File: src/rtl/linear_proj_writeback.sv
// Write-back stage for the linear projection cores: buffers output chunks in a 2-entry
// skid FIFO and writes them to the output BRAM in column-major chunk order.
module linear_proj_writeback #(
  parameter int unsigned WIDTH_OUT      = 16,
  parameter int unsigned BLOCK_SIZE     = 2,
  parameter int unsigned NUM_CORES_A    = 2,
  parameter int unsigned NUM_CORES_B    = 1,
  parameter int unsigned ROW_SIZE_MAT_C = 2,
  parameter int unsigned COL_SIZE_MAT_C = 3,
  parameter int unsigned ADDR_WIDTH     = 8,
  localparam int unsigned MAX_FLAG      = ROW_SIZE_MAT_C * COL_SIZE_MAT_C,
  localparam int unsigned CHUNK_W       = WIDTH_OUT * BLOCK_SIZE * BLOCK_SIZE *
                                          NUM_CORES_A * NUM_CORES_B
) (
  input  logic                  clk,
  input  logic                  rst,
  input  logic                  start,
  input  logic                  in_valid,
  output logic                  in_ready,
  input  logic [CHUNK_W-1:0]    in_data,
  input  logic                  wr_stall,
  output logic                  wr_en,
  output logic [ADDR_WIDTH-1:0] wr_addr,
  output logic [CHUNK_W-1:0]    wr_data,
  output logic                  busy,
  output logic                  done
);

  localparam int unsigned CntW = $clog2(MAX_FLAG + 1);
  localparam int unsigned RowW = (ROW_SIZE_MAT_C > 1) ? $clog2(ROW_SIZE_MAT_C) : 1;
  localparam int unsigned ColW = (COL_SIZE_MAT_C > 1) ? $clog2(COL_SIZE_MAT_C) : 1;

  localparam logic [CntW-1:0] MaxCnt  = CntW'(MAX_FLAG);
  localparam logic [CntW-1:0] LastCnt = CntW'(MAX_FLAG - 1);
  localparam logic [RowW-1:0] RowLast = RowW'(ROW_SIZE_MAT_C - 1);
  localparam logic [ColW-1:0] ColLast = ColW'(COL_SIZE_MAT_C - 1);

  typedef enum logic [1:0] {StIdle, StRun, StDone} state_e;

  state_e state_q, state_d;

  logic [CntW-1:0]    acc_cnt_q, wr_cnt_q;
  logic [CHUNK_W-1:0] mem_q [2];
  logic               wptr_q, rptr_q;
  logic [1:0]         fcnt_q;
  logic               out_vld_q;
  logic [CHUNK_W-1:0] out_data_q;
  logic [ADDR_WIDTH-1:0] out_addr_q;
  logic [RowW-1:0]    r_q;
  logic [ColW-1:0]    c_q;

  logic start_ok, push, pop, fifo_full, fifo_empty;

  // start only takes effect outside RUN
  assign start_ok   = start & (state_q != StRun);
  assign fifo_full  = (fcnt_q == 2'd2);
  assign fifo_empty = (fcnt_q == 2'd0);

  assign in_ready = (state_q == StRun) & ~fifo_full & (acc_cnt_q < MaxCnt);
  assign push     = in_valid & in_ready;
  assign wr_en    = out_vld_q & ~wr_stall;
  // Refill the output register when it is empty or its write commits this edge
  assign pop      = ~fifo_empty & (~out_vld_q | wr_en);
  assign wr_data  = out_data_q;
  assign wr_addr  = out_addr_q;

  // State register
  always_ff @(posedge clk or posedge rst) begin
    if (rst) state_q <= StIdle;
    else     state_q <= state_d;
  end

  // Next-state logic
  always_comb begin
    state_d = state_q;
    unique case (state_q)
      StIdle:  if (start) state_d = StRun;
      StRun:   if (wr_en && (wr_cnt_q == LastCnt)) state_d = StDone;
      StDone:  if (start) state_d = StRun;
      default: state_d = StIdle;
    endcase
  end

  // Status outputs
  always_comb begin
    busy = 1'b0;
    done = 1'b0;
    unique case (state_q)
      StRun:   busy = 1'b1;
      StDone:  done = 1'b1;
      default: ;
    endcase
  end

  always_ff @(posedge clk or posedge rst) begin
    if (rst) begin
      acc_cnt_q <= '0;
      wr_cnt_q  <= '0;
    end else if (start_ok) begin
      acc_cnt_q <= '0;
      wr_cnt_q  <= '0;
    end else begin
      if (push)  acc_cnt_q <= acc_cnt_q + CntW'(1);
      if (wr_en) wr_cnt_q  <= wr_cnt_q + CntW'(1);
    end
  end

  always_ff @(posedge clk or posedge rst) begin
    if (rst) begin
      wptr_q <= 1'b0;
      rptr_q <= 1'b0;
      fcnt_q <= 2'd0;
      mem_q[0] <= '0;
      mem_q[1] <= '0;
    end else begin
      if (push) begin
        mem_q[wptr_q] <= in_data;
        wptr_q        <= ~wptr_q;
      end
      if (pop) rptr_q <= ~rptr_q;
      unique case ({push, pop})
        2'b10:   fcnt_q <= fcnt_q + 2'd1;
        2'b01:   fcnt_q <= fcnt_q - 2'd1;
        default: ;
      endcase
    end
  end

  // Output register; the chunk's grid position is stamped as it enters
  always_ff @(posedge clk or posedge rst) begin
    if (rst) begin
      out_vld_q  <= 1'b0;
      out_data_q <= '0;
      out_addr_q <= '0;
      r_q        <= '0;
      c_q        <= '0;
    end else begin
      if (pop) begin
        out_vld_q  <= 1'b1;
        out_data_q <= mem_q[rptr_q];
        out_addr_q <= ADDR_WIDTH'(32'(c_q) * ROW_SIZE_MAT_C + 32'(r_q));
      end else if (wr_en) begin
        out_vld_q <= 1'b0;
      end

      if (start_ok) begin
        r_q <= '0;
        c_q <= '0;
      end else if (pop) begin
        if (c_q == ColLast) begin
          c_q <= '0;
          r_q <= (r_q == RowLast) ? '0 : r_q + RowW'(1);
        end else begin
          c_q <= c_q + ColW'(1);
        end
      end
    end
  end

endmodule

File: config.mk
export PLATFORM = sky130hd
export DESIGN_NAME = linear_proj_writeback
export DESIGN_NICKNAME = d
export VERILOG_FILES = /design/src/rtl/linear_proj_writeback.sv
export SDC_FILE = /design/constraint.sdc
export NUM_CORES = 1
export LEC_CHECK = 0
export ABC_AREA = 1
export CORE_MARGIN = 5
export CORE_UTILIZATION = 50
export CTS_CLUSTER_SIZE = 10
export DETAILED_ROUTE_END_ITERATION = 6
export GPL_TIMING_DRIVEN = 1
export HOLD_SLACK_MARGIN = 0.15
export PLACE_DENSITY = 0.72
export SLEW_MARGIN = 20
export SYNTH_ARGS = -nofsm -noshare
export SYNTH_HDL_FRONTEND = slang
export SYNTH_SLANG_ARGS = --single-unit
export TNS_END_PERCENT = 100
File: constraint.sdc
create_clock -name clk -period 19.3 [get_ports clk]
set_clock_uncertainty 0.1 [all_clocks]
set_input_delay 5.79 -clock clk [delete_from_list [all_inputs] [get_ports clk]]
set_output_delay 5.79 -clock clk [all_outputs]
set_load 0.05 [all_outputs]
==> results of run 1 <==
worst register-to-register path: stages (launching register included):
cell and delay (ns):
dfrtp_4 0.80, inv_4 0.63, buf_4 0.93, nor2_1 0.18, o31ai_1 0.27
kinds of logic after synthesis:
group | share of synthesized area
XOR/XNOR | 0.00203
adder cells (fa/ha/maj) | 0.00290
buffers and inverters | 0.0505
flip-flops | 0.584
AO/OA/AOI/OAI | 0.0592
other | 0.000217
AND/OR/NAND/NOR | 0.301
per-stage QoR:
stage | instances | utilization | setup slack [ns] | instance area [µm²]
5_1_grt | 2569 | 0.617 | 5.81 | 21200
6_report | 2569 | 0.617 | 5.93 | 21200
3_5_place_dp | 2515 | 0.580 | 5.96 | 19900
2_1_floorplan | 1952 | - | 2.20 | 17300
4_1_cts | 2569 | 0.617 | 5.95 | 21100
3_3_place_gp | 2515 | 0.580 | 5.97 | 19900
report_power, final:
group	internal [mW]	switching [mW]	leakage [nW]	total [mW]
Combinational	0.610	1.38	4.55	1.99
Clock	0.458	0.317	0.623	0.775
Sequential	1.25	0.277	5.02	1.53
state kept, by name, indices dropped and copies added, names as in the netlist:
register,cells
acc_cnt_q,3
fcnt_q,2
out_vld_q,1
state_q,2
rptr_q,1
r_q,1
c_q,2
wr_cnt_q,3
wr_data,128
wr_addr,3
mem_q,256
wptr_q,1
placed cells by master (no fill, tap or decap), types with 4 or more instances in the layout:
cell type / n
clkdlybuf4s50_1: 266
o31ai_1: 128
o21ai_0: 5
nand3_1: 9
dfrtp_1: 401
nand4_1: 260
clkbuf_16: 49
a21oi_1: 6
buf_4: 14
nor2_1: 262
clkbuf_1: 4
ha_1: 4
inv_1: 12
conb_1: 5
nand2_1: 672
how the worst max path moves through the flow:
| stage | startpoint | end | slack [ns] | cells past startpoint |
|---|---|---|---|---|
| after global placement | wr_stall | wr_en | 5.97 | 3 |
| final | wr_stall | wr_en | 5.93 | 3 |
| after global routing | wr_stall | wr_en | 5.81 | 3 |
| after detailed placement | wr_stall | wr_en | 5.96 | 3 |
| after CTS | wr_stall | wr_en | 5.95 | 3 |
| after floorplan | rst | acc_cnt_q[0]$_DFFE_PP0P_ | 2.20 | 1 |
area by class of cell:
| cell class | instances | area, µm² |
|---|---|---|
| clock inverter | 1 | 30.0 |
| tap | 455 | 569 |
| clock buffer | 53 | 1240 |
| fill | 2885 | 13100 |
| inverter | 16 | 72.6 |
| multi-input combinational | 1357 | 6320 |
| timing repair buffer | 284 | 2820 |
| sequential | 403 | 10100 |
per-layer routing:
layer	up-vias	wire length, µm	GRT usage
li1	6852	-	-
met1	7151	20000	0.338
met3	72	3140	0.0434
met5	-	13	0
met4	2	1090	0.0608
met2	443	23400	0.411
==> impl_metrics.env, run 1 <==
export IMPL_drtPass1Iterations=5
export IMPL_hold_depth=2
export IMPL_period_share=0.693
export IMPL_timing_fmax_ghz=0.0748
export IMPL_synthDistinctLibCells=21
export IMPL_slew_headroom=0.240
export IMPL_vias=14500
export IMPL_cp_arrival_ns=7.48
export IMPL_htreeDepth=2
export IMPL_synth_yosys_warnings=0
export IMPL_crit_path_start_kind="input pin"
export IMPL_r2r_start="rptr_q$_DFFE_PP0P_"
export IMPL_antennaDiodeCount=0
export IMPL_numCtsBuffers=46
export IMPL_syn_area_per_cell_um2=8.86
export IMPL_hold_slack_ns=0.368
export IMPL_first_iter_violations=1226
export IMPL_cp_max_fo=6
export IMPL_grt_pass1_wl_mm=77.9
export IMPL_holdPathEnd="mem_q[221]$_DFFE_PP0P_"
export IMPL_p_leak_nw=10.2
export IMPL_synthCells=1948
export IMPL_clk_latency_ns=0.54
export IMPL_grt_max_degree=162
export IMPL_async_reset_ff_frac=1.00
export IMPL_yosysMostFrequentCell="nand2_1"
export IMPL_cap_violations=0
export IMPL_powerDensity_nw_per_um2=203
export IMPL_die_w_um=196
export IMPL_grt_setup_unrepaired="no"
export IMPL_synth_edf_count=0
export IMPL_drc=0
export IMPL_setup_tns_ns=0
export IMPL_p_total_mw=4.30
export IMPL_fin_nets=2245
export IMPL_grt_pass1_vias=14400
export IMPL_cts_hold_fix_buffers=0
export IMPL_die_h_um=196
export IMPL_synthFlopType="dfrtp_1"
export IMPL_clock_path_buffers=3
export IMPL_gp_congestion=0.764
export IMPL_hp_class="flip-flop to flip-flop"
export IMPL_finalCriticalPeriod_ns=13.37
export IMPL_synth_area_leaders="dfrtp_1 58%, nand2_1 15%, nand4_1 9.4%, nor2_1 5.7%, o31ai_1 5.6%"
export IMPL_reg2reg_slack_ns=16.27
export IMPL_path_cells="clkdlybuf4s50_1 > nor2_1 > clkdlybuf4s50_1"
export IMPL_routed_via_density=5.65
export IMPL_portBuffers=267
export IMPL_cts_setup_buffers=0
export IMPL_synth_top_cell_area_share=0.584
export IMPL_yosysSeqAreaShare=0.584
export IMPL_cpMostUsedCell="clkdlybuf4s50_1"
export IMPL_hold_violations=0
export IMPL_status="completed"
export IMPL_dp_hpwl_mm=26.1
export IMPL_worst_slew_pin_transition_ns=1.14
export IMPL_finalWirelength_mm=47.6
export IMPL_antenna_found_initial=1
export IMPL_critical_path_top_delay_family="buffers and inverters"
export IMPL_crit_buf_inv=2
export IMPL_synth_top_cell_by_area="dfrtp_1"
export IMPL_min_from="mem_q[221]$_DFFE_PP0P_"
export IMPL_die_area_um2=38300
export IMPL_overflow=0
export IMPL_endpoint_kind="output pin"
export IMPL_cts_sinks=403
export IMPL_critPathRequiredTime_ns=13.41
export IMPL_final_antenna_net_count=0
export IMPL_start_util=0.503
export IMPL_ios=273
export IMPL_clk_pin_slew_worst_paths_ns=0.05
export IMPL_grt_use_total=0.246
export IMPL_slew_violations=0
export IMPL_root_buffer="clkbuf_16"
export IMPL_cts_tree="built"
export IMPL_rows=68
export IMPL_max_stage_delay_ns=0.89
export IMPL_syn_cell_area_um2=17300
export IMPL_area_growth_pct=22.6
export IMPL_crit_slowest_cell="clkdlybuf4s50_1"
export IMPL_layout_drive_gt1_share=0.0360
export IMPL_core_um2=34300
export IMPL_cts_resized=0
export IMPL_ir_drop_v=0.000111
export IMPL_post_drt_wl_per_cell_um=18.5
export IMPL_worstSetupPathType="input pin to output pin"
export IMPL_yosys_register_bits=403
export IMPL_worst_r2r_cell_count=4
export IMPL_finalSetupViolations=0
export IMPL_synth_common_cells="672 x nand2_1, 403 x dfrtp_1, 262 x nor2_1"
export IMPL_r2r_end="wr_data[112]$_DFFE_PP0P_"
(Power assumes the default switching activity.)
==> inputs of run 2 (changes only) <==
Clock period 19.3 ns to 13.01 ns, I/O delays scaled along.
==> impl_metrics.env, run 2 (synthesis gave the netlist of run 1 again) <==
export IMPL_hold_violations=0
export IMPL_status="completed"
export IMPL_timing_fmax_ghz=0.104
export IMPL_cap_violations=0
export IMPL_setup_tns_ns=0
export IMPL_slew_violations=0
export IMPL_hold_slack_ns=0.368
export IMPL_final_antenna_net_count=0
export IMPL_finalSetupViolations=0
export IMPL_numCtsBuffers=46
export IMPL_largest_reg_flops=256
export IMPL_clk_pin_slew_worst_paths_ns=0.05
export IMPL_final_cell_mix="672 x nand2_1, 401 x dfrtp_1, 266 x clkdlybuf4s50_1"
export IMPL_rows=68
export IMPL_clk_latency_ns=0.53
export IMPL_p_total_mw=6.38
export IMPL_dp_hpwl_mm=26.1
export IMPL_cts_tree="built"
export IMPL_fin_nets=2249
export IMPL_pwr_share_clk=0.178
export IMPL_grt_setup_unrepaired="no"
export IMPL_start_util=0.503
export IMPL_die_w_um=196
export IMPL_die_h_um=196
export IMPL_power_frac_comb=0.466
export IMPL_min_from="mem_q[173]$_DFFE_PP0P_"
export IMPL_holdPathEnd="mem_q[173]$_DFFE_PP0P_"
export IMPL_seqPwrFrac=0.356
export IMPL_r2r_start="wptr_q$_DFFE_PP0N_"
export IMPL_worst_r2r_cell_count=6
export IMPL_finalCriticalPeriod_ns=9.57
export IMPL_routed_via_density=5.63
export IMPL_slew_headroom=0.285
export IMPL_r2r_end="mem_q[130]$_DFFE_PP0P_"
export IMPL_vias=14500
export IMPL_layout_drive_gt1_share=0.0377
export IMPL_ios=273
export IMPL_p_switching_mw=2.93
export IMPL_grt_max_degree=260
export IMPL_reg2reg_slack_ns=9.51
export IMPL_finalWirelength_mm=47.3
export IMPL_period_share=0.736
export IMPL_ir_drop_v=0.000316
export IMPL_drtPass1Iterations=5
export IMPL_root_buffer="clkbuf_16"
export IMPL_worstSetupPathType="input pin to output pin"
export IMPL_cp_max_fo=6
export IMPL_cts_setup_buffers=0
export IMPL_worst_slew_pin_transition_ns=1.07
export IMPL_grt_use_total=0.242
export IMPL_grt_pass1_vias=14300
export IMPL_portBuffers=267
export IMPL_hp_class="flip-flop to flip-flop"
export IMPL_hold_depth=2
export IMPL_power_share_switching=0.459
export IMPL_gp_congestion=0.757
export IMPL_drc=0
export IMPL_clock_path_buffers=3
export IMPL_cts_hold_fix_buffers=0
export IMPL_die_area_um2=38300
export IMPL_cp_arrival_ns=5.57
export IMPL_powerDensity_nw_per_um2=300
export IMPL_largest_register="mem_q"
export IMPL_cts_sinks=403
export IMPL_antenna_found_initial=1
export IMPL_core_um2=34300
export IMPL_intPower_mw=3.45
export IMPL_final_common_cell="nand2_1"
export IMPL_critPathRequiredTime_ns=9.01
export IMPL_cts_resized=0
export IMPL_crit_path_start_kind="input pin"
export IMPL_utilization=0.619
export IMPL_endpoint_kind="output pin"
export IMPL_first_iter_violations=1251
export IMPL_grt_pass1_wl_mm=76.6
export IMPL_p_leak_nw=10.2
export IMPL_overflow=0
export IMPL_post_drt_wl_per_cell_um=18.4
export IMPL_htreeDepth=2
export IMPL_area_growth_pct=23.1
run 2: power groups by stage:
stage,combinational (mW),clock (mW),sequential [mW]
CTS,2.98,1.16,2.27
global placement,2.90,0,2.26
detailed placement,2.97,0,2.28
finish,2.97,1.13,2.27
floorplan,1.55,0,2.81
global route,3.26,1.21,2.34
run 2: area by class of cell:
class	count	area, µm²
fill	2887	13100
sequential	403	10100
multi-input combinational	1357	6320
timing repair buffer	288	2910
clock buffer	57	1270
tap	455	569
inverter	16	68.8
antenna	1	2.50
run 2: worst max-delay path by stage:
stage                     startpoint                       end  cells after the start
final                       wr_stall                     wr_en                      3
after global routing        wr_stall                     wr_en                      3
after CTS                   wr_stall                     wr_en                      3
after detailed placement    wr_stall                     wr_en                      3
after global placement      wr_stall                     wr_en                      3
after floorplan                  rst  acc_cnt_q[0]$_DFFE_PP0P_                      1
run 2: stage by stage:
stage | setup WS (ns) | instances | area (µm²)
floorplan | 3.58 | 1952 | 17300
global placement | 3.46 | 2517 | 19900
detailed placement | 3.45 | 2517 | 19900
CTS | 3.44 | 2574 | 21200
global route | 3.38 | 2577 | 21200
finish | 3.44 | 2577 | 21200
run 2: critical path: stages:
cell             delay (ns)
clkdlybuf4s50_1        0.42
nor2_1                 0.35
clkdlybuf4s50_1        0.89
run 2: metal layers:
metal  GRT usage  vias up  routed length (µm)
met5           0        -                   0
met4      0.0636        0                1150
met3      0.0392       72                3100
met2       0.397      463               23000
met1       0.338     7119               20100
li1            -     6862                   -
==> inputs of run 3 (changes only) <==
Clock period 13.01 ns to 9.05 ns, I/O delays scaled along.
==> impl_metrics.env, run 3 (synthesis gave the netlist of run 1 again) <==
export IMPL_crit_cells=3
export IMPL_ir_drop_v=0.000279
export IMPL_finalCriticalPeriod_ns=7.19
export IMPL_die_area_um2=38300
export IMPL_grt_pass1_wl_mm=77.3
export IMPL_setup_tns_ns=0
export IMPL_clock_path_buffers=3
export IMPL_timing_fmax_ghz=0.139
export IMPL_die_w_um=196
export IMPL_fin_area_um2=21200
export IMPL_multi_input_area_um2=6320
export IMPL_numCtsBuffers=46
export IMPL_hp_class="flip-flop to flip-flop"
export IMPL_cts_resized=0
export IMPL_powerDensity_nw_per_um2=432
export IMPL_status="completed"
export IMPL_finalWirelength_mm=47.4
export IMPL_post_dp_cell_area_um2=19900
export IMPL_fill_cells=2911
export IMPL_cap_violations=0
export IMPL_vias=14500
export IMPL_worst_slew_pin_transition_ns=1.08
export IMPL_crit_buf_inv=2
export IMPL_final_antenna_net_count=0
export IMPL_grt_pass1_vias=14200
export IMPL_worst_r2r_cell_count=6
export IMPL_start_util=0.503
export IMPL_clk_latency_ns=0.53
export IMPL_cts_hold_fix_buffers=0
export IMPL_cts_tree="built"
export IMPL_root_buffer="clkbuf_16"
export IMPL_crit_slowest_cell="clkdlybuf4s50_1"
export IMPL_cp_arrival_ns=4.38
export IMPL_largest_register="mem_q"
export IMPL_drc=0
export IMPL_max_stage_delay_ns=0.89
export IMPL_seqCellArea_um2=10100
export IMPL_endpoint_kind="output pin"
export IMPL_cpMostUsedCell="clkdlybuf4s50_1"
export IMPL_fin_nets=2247
export IMPL_ios=273
export IMPL_largest_reg_flops=256
export IMPL_path_cells="clkdlybuf4s50_1 > nor2_1 > clkdlybuf4s50_1"
export IMPL_gp_congestion=0.760
export IMPL_worstSetupPathType="input pin to output pin"
export IMPL_area_growth_pct=22.8
export IMPL_slew_violations=0
export IMPL_rows=68
export IMPL_drtPass1Iterations=5
export IMPL_period_share=0.795
export IMPL_core_um2=34300
export IMPL_hold_depth=2
export IMPL_grt_max_degree=260
export IMPL_layout_drive_gt1_share=0.0368
export IMPL_critical_path_top_delay_family="buffers and inverters"
export IMPL_hold_slack_ns=0.368
export IMPL_routed_via_density=5.62
export IMPL_overflow=0
export IMPL_p_leak_nw=10.2
export IMPL_slew_headroom=0.277
export IMPL_final_common_cell="nand2_1"
export IMPL_first_iter_violations=1156
export IMPL_antennaDiodeCount=0
export IMPL_clk_pin_slew_worst_paths_ns=0.05
export IMPL_layoutNonFillerInstCount=2572
export IMPL_finalSetupViolations=0
export IMPL_cts_setup_buffers=0
export IMPL_htreeDepth=2
export IMPL_post_drt_wl_per_cell_um=18.4
export IMPL_cts_sinks=403
export IMPL_crit_path_start_kind="input pin"
export IMPL_dp_hpwl_mm=26.4
export IMPL_reg2reg_slack_ns=5.65
export IMPL_hold_violations=0
export IMPL_die_h_um=196
export IMPL_cp_max_fo=6
export IMPL_portBuffers=267
export IMPL_antenna_found_initial=1
export IMPL_grt_setup_unrepaired="no"
export IMPL_final_cell_mix="672 x nand2_1, 401 x dfrtp_1, 266 x clkdlybuf4s50_1"
export IMPL_grt_use_total=0.244
export IMPL_critPathRequiredTime_ns=6.24
export IMPL_placedCellCount=2516
==> run 3: worst paths after layout <==
check	from	to
max	wr_stall	wr_en
min	mem_q[185]$_DFFE_PP0P_	mem_q[185]$_DFFE_PP0P_
max reg2reg	wptr_q$_DFFE_PP0N_	mem_q[131]$_DFFE_PP0P_
min reg2reg	mem_q[185]$_DFFE_PP0P_	mem_q[185]$_DFFE_PP0P_
max in group asynchronous	rst	mem_q[163]$_DFFE_PP0P_
min in group asynchronous	rst	wr_data[116]$_DFFE_PP0P_
==> run 3: metrics by stage <==
step,power (mW),utilization,setup slack [ns]
after floorplan,6.26,-,0.807
after global placement,7.43,0.580,1.88
after detailed placement,7.55,0.580,1.87
after CTS,9.20,0.617,1.86
after global routing,9.78,0.618,1.81
final,9.15,0.618,1.86
==> run 3: power breakdown <==
group          internal, mW  switching (mW)  leakage, nW  total (mW)
Sequential             2.68           0.590         5.02        3.27
Clock                 0.951           0.667        0.614        1.62
Combinational          1.32            2.95         4.57        4.27
==> run 3: layer usage <==
layer	vias up	track usage	wire (µm)
li1	6849	-	-
met1	7054	0.342	20200
met2	477	0.398	23000
met3	75	0.0405	3030
met4	2	0.0644	1200
met5	-	0	13
==> run 3: area by class of cell <==
type,instances,share of cell area
sequential,403,0.476
multi-input combinational,1357,0.299
timing repair buffer,286,0.136
clock buffer,54,0.0588
tap,455,0.0269
inverter,16,0.00325
clock inverter,1,0.000236
==> run 3: worst register-to-register path, delay by kind of cell, from the launching register on <==
kind / cells / cell delay (ns)
buffers and inverters: 3 / 1.62
and+or+nand+nor: 3 / 0.61
DFF: 1 / 1.00
